`src/rtl/sar_search_ctrl_if.sv`:
```
// Comparator bus between the SAR search controller and an n-bit comparator.
// The controller drives operand b (trial); the comparator returns its flags.
interface sar_search_ctrl_if #(
    parameter int n = 32
);
    logic [n-1:0] trial;
    logic         lesser;
    logic         greater;
    logic         equal;

    modport master (output trial, input lesser, input greater, input equal);
    modport slave  (input trial, output lesser, output greater, output equal);
endinterface

```
`src/rtl/sar_search_ctrl.sv`:
```
// Successive-approximation search controller: resolves an unknown target
// MSB-first by probing an external magnitude comparator, one bit per probe.
module sar_search_ctrl #(
    parameter int n   = 32,
    parameter int LAT = 0,
    localparam int SW = $clog2(n + 1),
    localparam int IW = (n > 1) ? $clog2(n) : 1
) (
    input  logic                     clk,
    input  logic                     rst_n,
    input  logic                     start_i,
    sar_search_ctrl_if.master        cmp,
    output logic                     busy_o,
    output logic                     done_o,
    output logic [n-1:0]             result_o,
    output logic                     found_o,
    output logic                     err_o,
    output logic [SW-1:0]            steps_o
);

    typedef enum logic [1:0] {
        S_IDLE,
        S_WAIT,
        S_TEST,
        S_DONE
    } state_t;

    localparam logic [n-1:0] ONE = n'(1);
    localparam logic [n-1:0] TOP = ONE << (n - 1);
    localparam logic [3:0]   WL  = 4'(LAT);
    localparam logic [IW-1:0] MSB_IDX = IW'(n - 1);

    state_t          state_q, state_d;
    logic [n-1:0]    acc_q, acc_d;
    logic [IW-1:0]   bit_idx_q, bit_idx_d;
    logic [3:0]      wait_q, wait_d;
    logic [n-1:0]    trial_q, trial_d;
    logic [n-1:0]    result_q, result_d;
    logic [SW-1:0]   steps_q, steps_d;
    logic            busy_q, busy_d;
    logic            done_q, done_d;
    logic            found_q, found_d;
    logic            err_q, err_d;

    logic [2:0]      flags;
    logic            one_hot;
    logic [n-1:0]    acc_nx;
    logic [IW-1:0]   idx_nx;

    assign flags   = {cmp.lesser, cmp.greater, cmp.equal};
    assign one_hot = (flags == 3'b100) || (flags == 3'b010) ||
                     (flags == 3'b001);

    // State and datapath registers; reset aborts any search silently.
    always_ff @(posedge clk or negedge rst_n) begin
        if (!rst_n) begin
            state_q   <= S_IDLE;
            acc_q     <= '0;
            bit_idx_q <= '0;
            wait_q    <= '0;
            trial_q   <= '0;
            result_q  <= '0;
            steps_q   <= '0;
            busy_q    <= 1'b0;
            done_q    <= 1'b0;
            found_q   <= 1'b0;
            err_q     <= 1'b0;
        end else begin
            state_q   <= state_d;
            acc_q     <= acc_d;
            bit_idx_q <= bit_idx_d;
            wait_q    <= wait_d;
            trial_q   <= trial_d;
            result_q  <= result_d;
            steps_q   <= steps_d;
            busy_q    <= busy_d;
            done_q    <= done_d;
            found_q   <= found_d;
            err_q     <= err_d;
        end
    end

    // Next-state: accept start, settle LAT cycles, then sample and narrow.
    always_comb begin
        state_d   = state_q;
        acc_d     = acc_q;
        bit_idx_d = bit_idx_q;
        wait_d    = wait_q;
        trial_d   = trial_q;
        result_d  = result_q;
        steps_d   = steps_q;
        busy_d    = busy_q;
        done_d    = 1'b0;
        found_d   = found_q;
        err_d     = err_q;
        acc_nx    = acc_q;
        idx_nx    = bit_idx_q;

        unique case (state_q)
            S_IDLE: begin
                if (start_i) begin
                    acc_d     = '0;
                    bit_idx_d = MSB_IDX;
                    trial_d   = TOP;
                    steps_d   = '0;
                    busy_d    = 1'b1;
                    found_d   = 1'b0;
                    err_d     = 1'b0;
                    wait_d    = WL;
                    state_d   = (LAT > 0) ? S_WAIT : S_TEST;
                end
            end
            S_WAIT: begin
                if (wait_q <= 4'd1) begin
                    state_d = S_TEST;
                end else begin
                    wait_d = wait_q - 4'd1;
                end
            end
            S_TEST: begin
                steps_d = steps_q + 1'b1;
                if (!one_hot) begin
                    // Ambiguous flags: report what was resolved so far.
                    err_d    = 1'b1;
                    result_d = acc_q;
                    busy_d   = 1'b0;
                    done_d   = 1'b1;
                    state_d  = S_DONE;
                end else if (cmp.equal) begin
                    result_d = trial_q;
                    found_d  = 1'b1;
                    busy_d   = 1'b0;
                    done_d   = 1'b1;
                    state_d  = S_DONE;
                end else begin
                    if (cmp.greater) begin
                        acc_nx = trial_q;
                    end
                    acc_d = acc_nx;
                    if (bit_idx_q == '0) begin
                        result_d = acc_nx;
                        found_d  = 1'b0;
                        busy_d   = 1'b0;
                        done_d   = 1'b1;
                        state_d  = S_DONE;
                    end else begin
                        idx_nx    = bit_idx_q - 1'b1;
                        bit_idx_d = idx_nx;
                        trial_d   = acc_nx | (ONE << idx_nx);
                        wait_d    = WL;
                        state_d   = (LAT > 0) ? S_WAIT : S_TEST;
                    end
                end
            end
            S_DONE: begin
                state_d = S_IDLE;
            end
            default: begin
                state_d = S_IDLE;
            end
        endcase
    end

    assign cmp.trial = trial_q;
    assign busy_o    = busy_q;
    assign done_o    = done_q;
    assign result_o  = result_q;
    assign found_o   = found_q;
    assign err_o     = err_q;
    assign steps_o   = steps_q;

endmodule

```
`src/flat_wrapper.sv`:
```
// flat-port wrapper written by rule: the top's interface ports become plain ports
module sar_search_ctrl_flat 
#(
    parameter int n   = 32,
    parameter int LAT = 0,
    localparam int SW = $clog2(n + 1),
    localparam int IW = (n > 1) ? $clog2(n) : 1
)
  (clk, rst_n, start_i, busy_o, done_o, result_o, found_o, err_o, steps_o, cmp_trial, cmp_lesser, cmp_greater, cmp_equal);
  sar_search_ctrl_if #(.n(n)) cmp_i ();
  input  logic clk;
  input  logic rst_n;
  input  logic start_i;
  output logic busy_o;
  output logic done_o;
  output logic [n-1:0] result_o;
  output logic found_o;
  output logic err_o;
  output logic [SW-1:0] steps_o;
  output wire logic [$bits(cmp_i.trial)-1:0] cmp_trial;
  input wire logic [$bits(cmp_i.lesser)-1:0] cmp_lesser;
  input wire logic [$bits(cmp_i.greater)-1:0] cmp_greater;
  input wire logic [$bits(cmp_i.equal)-1:0] cmp_equal;
  assign cmp_trial = cmp_i.trial;
  assign cmp_i.lesser = cmp_lesser;
  assign cmp_i.greater = cmp_greater;
  assign cmp_i.equal = cmp_equal;
  sar_search_ctrl #(.n(n), .LAT(LAT)) u_core (.clk(clk), .rst_n(rst_n), .start_i(start_i), .cmp(cmp_i), .busy_o(busy_o), .done_o(done_o), .result_o(result_o), .found_o(found_o), .err_o(err_o), .steps_o(steps_o));
endmodule
```
`config.mk`:
```
export PLATFORM = sky130hd
export DESIGN_NAME = sar_search_ctrl_flat
export DESIGN_NICKNAME = d
export VERILOG_FILES = /design/src/rtl/sar_search_ctrl_if.sv /design/src/rtl/sar_search_ctrl.sv /design/src/flat_wrapper.sv
export SDC_FILE = /design/constraint.sdc
export NUM_CORES = 1
export LEC_CHECK = 0
export ABC_AREA = 1
export ABC_CLOCK_PERIOD_IN_PS = 2800
export BUFFER_PORTS_ARGS = -buffer_cell sky130_fd_sc_hd__buf_2
export CORE_MARGIN = 5
export CORE_UTILIZATION = 30
export CTS_CLUSTER_DIAMETER = 120
export CTS_CLUSTER_SIZE = 24
export DETAILED_ROUTE_END_ITERATION = 10
export GPL_TIMING_DRIVEN = 0
export PLACE_DENSITY = 0.55
export SLEW_MARGIN = 20
export SYNTH_ARGS = -nofsm -noshare
export SYNTH_HDL_FRONTEND = slang
export SYNTH_SLANG_ARGS = --single-unit
```
`constraint.sdc`:
```
create_clock -name clk -period 2.8 [get_ports clk]
set_clock_uncertainty 0.2 [all_clocks]
set_input_delay 0.7 -clock clk [delete_from_list [all_inputs] [get_ports clk]]
set_output_delay 0.7 -clock clk [all_outputs]
set_load 0.03 [all_outputs]
```
=== After elaboration in Yosys (flattened, before gate mapping) ===
Index checks and enable logic that the tools add are counted.

* Bits of input ports: 6
* Bits in registers: 117
* Logic and storage cells: 98
* Output and inout bits: 74

* Magnitude comparators: 1
* Eq/ne operators: 16
* Shift operators: 1
* Bitwise logic cells: 1
* Reductions and logical operators: 15
* Mux-type cells: 50
* Add/sub/neg operators: 3

{| class="wikitable"
|+ Operator list
! operator !! count
|-
| 32-bit two-way mux || 14
|-
| 32-bit one-hot mux with 2 select lines || 2
|-
| 32-bit OR || 1
|-
| 1-bit by 5-bit << shifter with 32-bit output, first input constant || 1
|-
| 4-bit two-way mux || 5
|-
| 5-bit two-way mux || 4
|-
| 1-bit two-way mux || 13
|-
| 4-bit one-hot mux with 3 select lines || 1
|-
| 6-bit one-hot mux with 2 select lines || 1
|-
| 2-bit inequality test, second input constant || 5
|-
| 5-bit one-hot mux with 2 select lines || 1
|-
| 2-bit two-way mux || 4
|-
| 2-bit one-hot mux with 4 select lines || 1
|-
| 4-bit AND reduction || 2
|-
| 6-bit by 1-bit adder with 6-bit output, second input constant || 1
|-
| 6-bit two-way mux || 1
|-
| 1-bit one-hot mux with 2 select lines || 3
|-
| 2-bit AND reduction || 3
|-
| 3-bit AND reduction || 2
|-
| 6-bit AND reduction || 1
|-
| 5-bit zero test || 1
|-
| 5-bit AND reduction || 1
|-
| 5-bit by 1-bit subtractor with 5-bit output, second input constant || 1
|-
| 2-bit == test, second input constant || 2
|-
| 14 further kinds || 16
|}

=== Longest topological paths before layout ===
* Word-level depth: 10
* Gate-level depth with buffers: 11
* Mapped depth without buffers: 11

=== Least setup slack after synthesis ===
OpenSTA, ideal clock, no wires.

* Path kind: in2reg
* Start: in cmp_equal
* End: reg u_core.bit_idx_q[0]
* Setup time: 0.125 ns
* Slack: 0.864 ns
* Path buffers: 2
* Required time: 2.475 ns
* Arrival: 1.611 ns
* Stages on the path: 8
* Path through: buf_2 -> inv_2 -> nand3_2 -> nand2_2 -> inv_2 -> buf_2 -> o21ai_0 -> o21ai_1

* Cells in the longest elaborated chain, start to end: 5
* Elaborated cells on any way between the ends: 8
* Classes of those cells: eq/ne (5); reduce/logical (3)

{| class="wikitable"
|+ RTL lines
! what !! line !! RTL
|-
| start: declaration || flat_wrapper.sv:23 || <nowiki>input wire logic [$bits(cmp_i.equal)-1:0] cmp_equal;</nowiki>
|-
| 3-bit == test or 3-bit by 2-bit == test with 1-bit output (tied branches) || sar_search_ctrl.sv:51 || <nowiki>assign one_hot = (flags == 3'b100) || (flags == 3'b010) ||</nowiki>
|-
| 1-bit logical OR (2 in series) || sar_search_ctrl.sv:51 ||
|-
| 2-bit by 1-bit inequality test with 1-bit output (no line) || n/a ||
|-
| 5-bit AND reduction (no line) (*) || n/a ||
|-
| end signal: assignment || sar_search_ctrl.sv:71 || <nowiki>bit_idx_q <= bit_idx_d;</nowiki>
|-
| end: declaration || sar_search_ctrl.sv:35 || <nowiki>logic [IW-1:0] bit_idx_q, bit_idx_d;</nowiki>
|}

Every way passes the cells marked *; elsewhere a longest branch is shown, timed or not.
A chain may end at the register's enable or synchronous reset.

=== Worst setup path in the final report ===
* Start: reg u_core.bit_idx_q[0]
* End: reg u_core.trial_q[28], in the netlist u_core.cmp.trial[28]

* Cells in the longest elaborated chain, start to end: 7
* Elaborated cells on any way between the ends: 10
* Classes of those cells: add/sub (1); eq/ne (1); shift (1); mux (4); bitwise (1); reduce/logical (2)

{| class="wikitable"
|+ RTL lines
! what !! line !! RTL
|-
| 5-bit by 1-bit subtractor with 5-bit output || sar_search_ctrl.sv:147 || <nowiki>idx_nx = bit_idx_q - 1'b1;</nowiki>
|-
| 1-bit by 5-bit << shifter with 32-bit output || sar_search_ctrl.sv:149 || <nowiki>trial_d = acc_nx | (ONE << idx_nx);</nowiki>
|-
| 32-bit OR || sar_search_ctrl.sv:149 ||
|-
| 32-bit two-way mux || sar_search_ctrl.sv:140 || <nowiki>if (bit_idx_q == '0) begin</nowiki>
|-
| 32-bit two-way mux || sar_search_ctrl.sv:129 || <nowiki>end else if (cmp.equal) begin</nowiki>
|-
| 32-bit two-way mux || sar_search_ctrl.sv:122 || <nowiki>if (!one_hot) begin</nowiki>
|-
| 32-bit one-hot mux with 2 select lines || sar_search_ctrl.sv:99 || <nowiki>unique case (state_q)</nowiki>
|-
| end signal: assignment || sar_search_ctrl.sv:73 || <nowiki>trial_q <= trial_d;</nowiki>
|-
| end: declaration || sar_search_ctrl.sv:37 || <nowiki>logic [n-1:0] trial_q, trial_d;</nowiki>
|}

Parallel ways exist; a longest one is shown, timed or not. The select of a mux whose other input is x is not followed.

==> flow_metrics.env <==
export IMPL_globalplace_congestion=0.870
export IMPL_slew_headroom_pct=56.0
export IMPL_nets=1042
export IMPL_rows=53
export IMPL_fin_ws_ns=0.443
export IMPL_post_cts_resized=0
export IMPL_max_freq_ghz=0.424
export IMPL_cts_inserted_buffers=17
export IMPL_core_area_um2=21100
export IMPL_antenna_found_initial=0
export IMPL_antenna_cells=0
export IMPL_grt_util_all_layers_pct=17.5
export IMPL_drtAntennaViolNets=0
export IMPL_cts_buffer_depth=2
export IMPL_drive_gt1_share_pct=15.7
export IMPL_syn_area_per_cell_um2=6.95
export IMPL_finalCritPeriodShare_pct=84.2
export IMPL_leakage_nw=4.17
export IMPL_pin_count=80
export IMPL_min_path_cells=2
export IMPL_final_util_pct=37.2
export IMPL_synth_fp_nets=943
export IMPL_die_w_um=157
export IMPL_worst_hold_slack_ns=0.270
export IMPL_die_h_um=157
export IMPL_crit_type="flop to flop"
export IMPL_critPathRequiredTime_ns=2.97
export IMPL_drt_first_pass_iters=6
export IMPL_die_area_um2=24500
export IMPL_end_kind="flop"
export IMPL_grt_overflow=0
export IMPL_layout_cells_non_filler=1315
export IMPL_grt_pass1_wl_mm=33.3
export IMPL_synthCells=928
export IMPL_cts_tree="yes"
export IMPL_path_clk_slew_ns=0.05
export IMPL_final_min_clock_period_ns=2.36
export IMPL_drv_slew=0
export IMPL_power_density_nw_per_um2=1100
export IMPL_setup_viol=0
export IMPL_dp_cells=1282
export IMPL_ys_seq_area_share_pct=45.4
export IMPL_vias=6142
export IMPL_routed_wl_mm=20.5
export IMPL_synth_seq_cells=117
export IMPL_worstPathArrival_ns=2.52
export IMPL_cts_sinks=117
export IMPL_yosysUniqueCellTypes=26
export IMPL_yosysWarningCount=0
export IMPL_first_global_vias=5822
export IMPL_peakVddDrop_v=0.000538
export IMPL_drcViolationCount=0
export IMPL_htree_levels=4
export IMPL_grt_max_degree=64
export IMPL_preCtsSetupSlack_ns=0.305
export IMPL_status="completed"
export IMPL_port_buffers=78
export IMPL_startpoint_type="flop"
export IMPL_rsz0062_at_grt="false"
export IMPL_drv_cap=0
export IMPL_dp_hpwl_mm=14.7
export IMPL_tightestPinTransition_ns=0.660
export IMPL_r2r_cells=8
export IMPL_cts_root_buffer="clkbuf_16"
export IMPL_syn_area_um2=6450
export IMPL_routedWlPerCell_um=15.6
export IMPL_worstSkewPairLatency_ns=0.43
export IMPL_area_growth_pct=21.7
export IMPL_min_path_type="flop to flop"
export IMPL_critPathMaxFanout=10
export IMPL_initial_core_util_pct=30.6
export IMPL_vias_per_cell=4.67
export IMPL_drtIter0Drc=509
export IMPL_tns_ns=0
export IMPL_final_hold_viol_count=0
==> routing by layer <==
metal  up-vias  share of wire, %  global-route usage [%]
li1       3083                 -                       -
met1      2852                47                    24.8
met2       181                45                    26.5
met3        26               6.5                    3.71
met4         0               1.7                    6.36
met5         -                 0                       0
==> what timing repair did <==
item | 4_1_cts | 5_1_grt
hold endpoints to repair | 6 | 0
setup buffers | 0 | 0
hold buffers | 1 | 0
endpoints found under the setup margin | 0 | 0
==> through the flow <==
stage               area (um2)  total power, mW
global placement          7180             6.31
CTS                       7850             8.71
finish                    7850             8.61
detailed placement        7220             6.34
floorplan                 6450             5.06
global route              7850             9.23
==> synth_stat cells <==
cell	count	area, um2
xnor2_1	1	8.76
o31ai_1	1	7.51
a22o_1	1	8.76
ha_1	9	113
o21ai_1	22	110
nand2_4	2	22.5
nand3_4	2	35.0
o22ai_1	1	6.26
buf_4	9	67.6
a21oi_1	3	15.0
buf_2	22	110
clkbuf_1	9	33.8
nor2_1	30	113
nand2_2	1	6.26
or2_2	1	6.26
o21ai_0	55	275
nand3_1	84	420
inv_2	8	30.0
buf_6	4	45.0
nand2_1	466	1750
nor2_4	3	33.8
dfrtp_1	117	2930
inv_1	73	274
nor2_2	2	12.5
nor3_1	1	5.00
nand3_2	1	10.0
==> cell type report <==
| class | instances | area (um2) |
|---|---|---|
| well taps | 275 | 344 |
| inverters | 81 | 304 |
| repair buffers | 80 | 438 |
| plain buffers | 44 | 256 |
| clock buffers | 22 | 464 |
| flip-flops and latches | 117 | 2930 |
| clock inverters | 10 | 153 |
| fillers | 2280 | 13200 |
| multi-input cells | 686 | 2960 |
==> report_power, final <==
| part | total, mW | internal (mW) | switching, mW |
|---|---|---|---|
| Combinational | 3.82 | 1.04 | 2.78 |
| Sequential | 2.46 | 2.13 | 0.329 |
| Clock | 2.33 | 1.53 | 0.805 |
==> worst max-delay path: stages, from the launching register on <==
cell	delay [ns]
dfrtp_1	0.41
inv_1	0.14
ha_1	0.29
nand3_1	0.25
nand3_1	0.25
nor2_4	0.39
buf_4	0.25
nand2_1	0.07
nand2_1	0.05
==> cells by family (layout without fill, tap and decap cells) <==
logic type | count (synthesis) | after routing | share of synthesized area (%)
AOI/OAI and AO/OA | 83 | 83 | 6.56
adders and majority gates | 9 | 9 | 1.75
buffers and inverters | 125 | 237 | 8.70
xor gates and xnor gates | 1 | 1 | 0.136
and+or+nand+nor | 593 | 593 | 37.4
DFF | 117 | 117 | 45.4
==> sequential cells by signal, summed over array words and instances, names as in the netlist <==
register and cells:
u_core.done_o 1, u_core.bit_idx_q 5, u_core.err_o 1, u_core.state_q 2
u_core.found_o 1, u_core.cmp.trial 32, u_core.wait_q 4, u_core.acc_q 32
u_core.result_o 32, u_core.busy_o 1, u_core.steps_o 6
==> layout by cell type, fill, tap and decap left out, types with 2 or more instances in the layout <==
master | netlist | routed
buf_4 | 9 | 9
nor2_1 | 30 | 30
ha_1 | 9 | 9
o21ai_0 | 55 | 55
clkbuf_16 | 0 | 17
clkbuf_8 | 0 | 2
a21oi_1 | 3 | 3
clkinv_2 | 0 | 5
nand2_4 | 2 | 2
bufinv_16 | 0 | 4
nand2_1 | 466 | 466
dfrtp_1 | 117 | 117
buf_2 | 22 | 99
buf_6 | 4 | 4
o21ai_1 | 22 | 22
nor2_2 | 2 | 2
nand3_1 | 84 | 84
inv_1 | 73 | 73
nor2_4 | 3 | 3
clkbuf_1 | 9 | 12
nand3_4 | 2 | 2
inv_2 | 8 | 8
==> worst paths after layout <==
kind	startpoint	to	slack, ns
max in group asynchronous	rst_n	u_core.acc_q[7]	1.16
setup / recovery	u_core.bit_idx_q[0]	u_core.cmp.trial[28]	0.44
setup reg to reg	u_core.bit_idx_q[0]	u_core.cmp.trial[28]	0.44
hold / removal	u_core.result_o[28]	u_core.result_o[28]	0.27
min in group asynchronous	rst_n	u_core.result_o[18]	0.58
hold reg to reg	u_core.result_o[28]	u_core.result_o[28]	0.27
No activity file was read; power rests on OpenSTA's default activity.
